<file path="config.mk">
export PLATFORM = sky130hd
export DESIGN_NAME = pipe_stall_ctrl
export DESIGN_NICKNAME = d
export VERILOG_FILES = /design/src/rtl/pipe_stall_ctrl.sv
export SDC_FILE = /design/constraint.sdc
export NUM_CORES = 1
export LEC_CHECK = 0
export BUFFER_PORTS_ARGS = -buffer_cell sky130_fd_sc_hd__buf_2
export CORE_MARGIN = 2
export CORE_UTILIZATION = 44
export DETAILED_ROUTE_END_ITERATION = 7
export PLACE_DENSITY = 0.86
export SYNTH_ARGS = -nofsm -noshare
export SYNTH_HDL_FRONTEND = slang
export SYNTH_SLANG_ARGS = --single-unit
export TNS_END_PERCENT = 100
</file>
<file path="constraint.sdc">
create_clock -name clk -period 2.13 [get_ports clk]
set_input_delay 0.213 -clock clk [delete_from_list [all_inputs] [get_ports clk]]
set_output_delay 0.213 -clock clk [all_outputs]
set_load 0.03 [all_outputs]
</file>
<file path="src/rtl/pipe_stall_ctrl.sv">
// Pipeline stall sequencer: merges load-use stalls with multi-cycle execute occupancy.
// Optional stall-cycle performance counter built only when PIPE_STALL_PERF_EN is defined.
module pipe_stall_ctrl #(
    parameter int CNT_W = 6
) (
    input  logic             clk,
    input  logic             rst,
    input  logic             flush_i,
    input  logic             stallreq_id_i,
    input  logic             mc_start_i,
    input  logic [CNT_W-1:0] mc_len_i,
    output logic [5:0]       stall_o,
    output logic             mc_done_o,
    output logic             busy_o,
    output logic [CNT_W-1:0] mc_cnt_o,
    output logic [31:0]      perf_stall_cnt_o
);

    typedef enum logic [1:0] {
        IDLE = 2'd0,
        BUSY = 2'd1,
        DONE = 2'd2
    } state_t;

    localparam logic [5:0] STALL_NONE = 6'b000000;
    localparam logic [5:0] STALL_MC   = 6'b001111;
    localparam logic [5:0] STALL_LU   = 6'b000111;

    state_t           state, state_nxt;
    logic [CNT_W-1:0] cnt, cnt_nxt;
    logic             accept;

    always_ff @(posedge clk or negedge rst) begin
        if (!rst) begin
            state <= IDLE;
            cnt   <= '0;
        end else begin
            state <= state_nxt;
            cnt   <= cnt_nxt;
        end
    end

    // A zero length is treated as one cycle, so the counter loads L-1 clamped at 0.
    assign accept = rst && (state == IDLE) && mc_start_i && !flush_i;

    always_comb begin
        state_nxt = state;
        cnt_nxt   = cnt;
        if (flush_i) begin
            state_nxt = IDLE;
            cnt_nxt   = '0;
        end else begin
            case (state)
                IDLE: begin
                    if (accept) begin
                        state_nxt = BUSY;
                        cnt_nxt   = (mc_len_i == '0) ? '0 : mc_len_i - CNT_W'(1);
                    end
                end
                BUSY: begin
                    if (cnt != '0) cnt_nxt = cnt - CNT_W'(1);
                    else           state_nxt = DONE;
                end
                DONE:    state_nxt = IDLE;
                default: begin
                    state_nxt = IDLE;
                    cnt_nxt   = '0;
                end
            endcase
        end
    end

    // Outputs stay quiet while reset is held, even if inputs toggle.
    always_comb begin
        stall_o   = STALL_NONE;
        mc_done_o = 1'b0;
        if (rst && !flush_i) begin
            if ((state == BUSY) || accept) stall_o = STALL_MC;
            else if (stallreq_id_i)        stall_o = STALL_LU;
            mc_done_o = (state == DONE);
        end
    end

    assign busy_o   = (state == BUSY);
    assign mc_cnt_o = cnt;

`ifdef PIPE_STALL_PERF_EN
    logic [31:0] perf_cnt;

    always_ff @(posedge clk or negedge rst) begin
        if (!rst) begin
            perf_cnt <= '0;
        end else if (stall_o[0] && (perf_cnt != 32'hFFFF_FFFF)) begin
            perf_cnt <= perf_cnt + 32'd1;
        end
    end

    assign perf_stall_cnt_o = perf_cnt;
`else
    assign perf_stall_cnt_o = 32'h0;
`endif

endmodule

</file>
==> run_results.csv <==
group,metric,value,unit
routing,vias_per_cell,4.91,
routing,totalWireLength,1910,µm
logic_synthesis,synth_area_leaders,"buf_4 (27%), dfrtp_1 (20%), ha_1 (5.0%)",
finish,syn_to_final_growth,2.61,%
placement,hpwl,1550,µm
global_route,grt_max_degree,18,
finish,drive_above_1_share,26.3,%
floorplan,start_util,46.0,%
timing,final_hold_viol_count,0,
global_route,grt_pass1_wl,2830,µm
placement,dp_cells,161,
logic_synthesis,synth_seq_area_share,19.9,%
worst_setup_path,worst-setup-path-type,"flop to flop",
pwr,vdd_drop_max,0.289,mV
timing,hold_ws,0.332,ns
logic_synthesis,syn_area,1010,µm²
placement,place_area,1000,µm²
logic_synthesis,ys_types,38,
timing,finClkSkew,0.00798,ns
worst_setup_path,startpoint_type,"flop",
clocking,tritoncts,"yes",
finish,stdcell_count,165,
finish,antenna_cells,0,
pwr,power.total,662,µW
global_route,track_usage,13.9,%
routing,drt_iter0_drc,32,
logic_synthesis,synthMuxAreaShare,1.49,%
global_route,grt_overflow,0,
routing,drtPass1Iterations,4,
routing,drc_errors,0,
flow_run,drv_cap,0,
clocking,cts.path.max_buffers,2,
finish,final_nets,154,
global_route,grt_pass1_vias,654,
clocking,post_cts_buffers,0,
logic_synthesis,synth_top_area_cell,"buf_4",
floorplan,io_pins,57,
floorplan,die_area,2690,µm²
hold_path,hp-class,"input pin to flop",
logic_synthesis,synth_compound_area_share,17.5,%
timing,setup_viol,0,
timing,drv_slew,0,
routing,drtAntennaViolNets,0,
timing,period_share,89.3,%
global_route,antenna_found_initial,0,
logic_synthesis,ys_seq_elements,8,
run_status,run_status,"complete, no violations",
timing,rsz0062_at_grt,"false",
worst_setup_path,path_max_fanout,7,
pwr,power_density,640,nW/µm²
placement,place.port_buffers,22,
timing,fin_tns_setup,0,ns
logic_synthesis,synth_warnings,0,
floorplan,coreArea,2190,µm²
logic_synthesis,yosys.area_share.xor_xnor,3.47,%
logic_synthesis,synth_top_area_share,26.8,%
floorplan,rows,17,
logic_synthesis,synth-adder-area-share,4.96,%
floorplan,die_y,51.9,µm
logic_synthesis,synth_simple_gate_area_share,20.2,%
worst_setup_path,required,2.28,ns
timing,max_freq,526,MHz
logic_synthesis,netlist_instances,117,
clocking,numCtsBuffers,3,
logic_synthesis,avgSynthCellArea,8.62,µm²
routing,wl_per_cell,11.6,µm
worst_setup_path,end_kind,"flop",
clocking,cts_sinks,8,
logic_synthesis,synth_top_family_by_area,"buffers and inverters",
pwr,leakagePower,0.546,nW
timing,fin_crit,1.90,ns
worst_setup_path,cp.arrival,2.05,ns
routing,num_vias,810,
finish,stdcell_area,1030,µm²
clocking,clk_pin_slew,0.06,ns
placement,gp_congestion,0.868,
floorplan,die_w,51.9,µm
clocking,clk_latency,0.26,ns
clocking,h-tree-depth,1,
clocking,cts_root_buf,"clkbuf_4",
worst paths after layout:
check,startpoint,slack (ns),cells after the start,endpoint
max,mc_cnt_o[2],0.23,4,mc_cnt_o[0]
min,flush_i,0.33,2,mc_cnt_o[5]
min reg2reg,mc_cnt_o[4],0.52,1,mc_cnt_o[4]
max in group asynchronous,rst,1.56,2,mc_cnt_o[3]
max reg2reg,mc_cnt_o[2],0.23,4,mc_cnt_o[0]
min in group asynchronous,rst,0.35,2,state[1]
power by group:
group | leakage [nW] | total (mW) | switching, mW | internal [mW]
sequential | 0.108 | 0.191 | 0.0214 | 0.170
combinational | 0.425 | 0.353 | 0.251 | 0.103
clock | 0.0138 | 0.118 | 0.0533 | 0.0646
total | 0.546 | 0.662 | 0.325 | 0.337
timing repair:
item                      4_1_cts  5_1_grt
hold buffers                    1        0
resized for setup               0        0
hold endpoints to repair        8        0
per-stage QoR:
| step | setup slack (ns) | util, % |
|---|---|---|
| 6_report | 0.228 | 47.2 |
| 2_1_floorplan | 0.0735 | - |
| 3_5_place_dp | 0.240 | 45.7 |
| 4_1_cts | 0.230 | 47.2 |
| 5_1_grt | 0.150 | 47.2 |
| 3_3_place_gp | 0.276 | 45.7 |
layout make-up:
type / count / area [µm²]
Multi-Input combinational cell: 94 / 619
Clock buffer: 3 / 22.5
Inverter: 8 / 30.0
Timing Repair Buffer: 24 / 128
Tap cell: 28 / 35.0
Sequential cell: 8 / 200
Fill cell: 228 / 1160
cell families after synthesis:
group                      Yosys count
other                                1
adders and majority gates            4
and+or+nand+nor                     31
buffers and inverters               48
AOI/OAI and AO/OA                   20
muxes                                1
xor gates and xnor gates             4
DFF                                  8
synthesized netlist by cell type:
library cell and count:
a2111oi_2 1, a211o_1 2, a21oi_1 2, a22o_1 2
a31o_1 1, and3b_1 1, buf_2 1, buf_4 36
buf_6 1, clkbuf_1 2, conb_1 1, dfrtp_1 8
ha_1 4, inv_1 8, mux2_4 1, nand2_1 2
nand2b_1 3, nand4_1 1, nor2_1 4, nor2_8 1
nor3_1 4, nor3b_1 1, nor3b_2 1, nor4_1 7
nor4b_1 2, o2111ai_2 1, o21ai_0 2, o21ai_1 1
o21ba_2 1, o22ai_1 2, o311a_1 1, o31ai_1 3
o32a_4 1, or2_2 1, or3_1 2, or4_1 1
xnor2_1 3, xor2_1 1
sequential cells by signal (all words and copies together), names as in the netlist:
register and flops:
mc_cnt_o 6, state 2
per-layer routing:
layer | vias up | part of all wire [%] | track usage [%]
li1 | 391 | - | -
met1 | 371 | 41 | 18.3
met2 | 43 | 49 | 22.8
met3 | 5 | 8.3 | 2.01
met4 | 0 | 1.7 | 5.70
met5 | - | 0 | 0
cell usage in the layout, fill, tap and decap left out, drive strengths merged, types with 2 or more instances in the layout:
cell type  netlist  final
o31ai            3      3
nand2b           3      3
nand2            2      2
dfrtp            8      8
conb             1     34
o21ai            3      3
a21oi            2      2
buf             38     23
a22o             2      2
ha               4      4
inv              8      8
nor4             7      7
xnor2            3      3
or3              2      2
a211o            2      2
clkbuf           2      3
nor3b            2      2
o22ai            2      2
nor3             4      4
nor2             5      5
nor4b            2      2
worst max-delay path, cell delays in order (launching register included):
cell     delay, ns
dfrtp_1       0.45
or3_1         0.50
o32a_4        0.44
nor2_8        0.11
mux2_4        0.29
No activity file was read; power rests on OpenSTA's default activity.
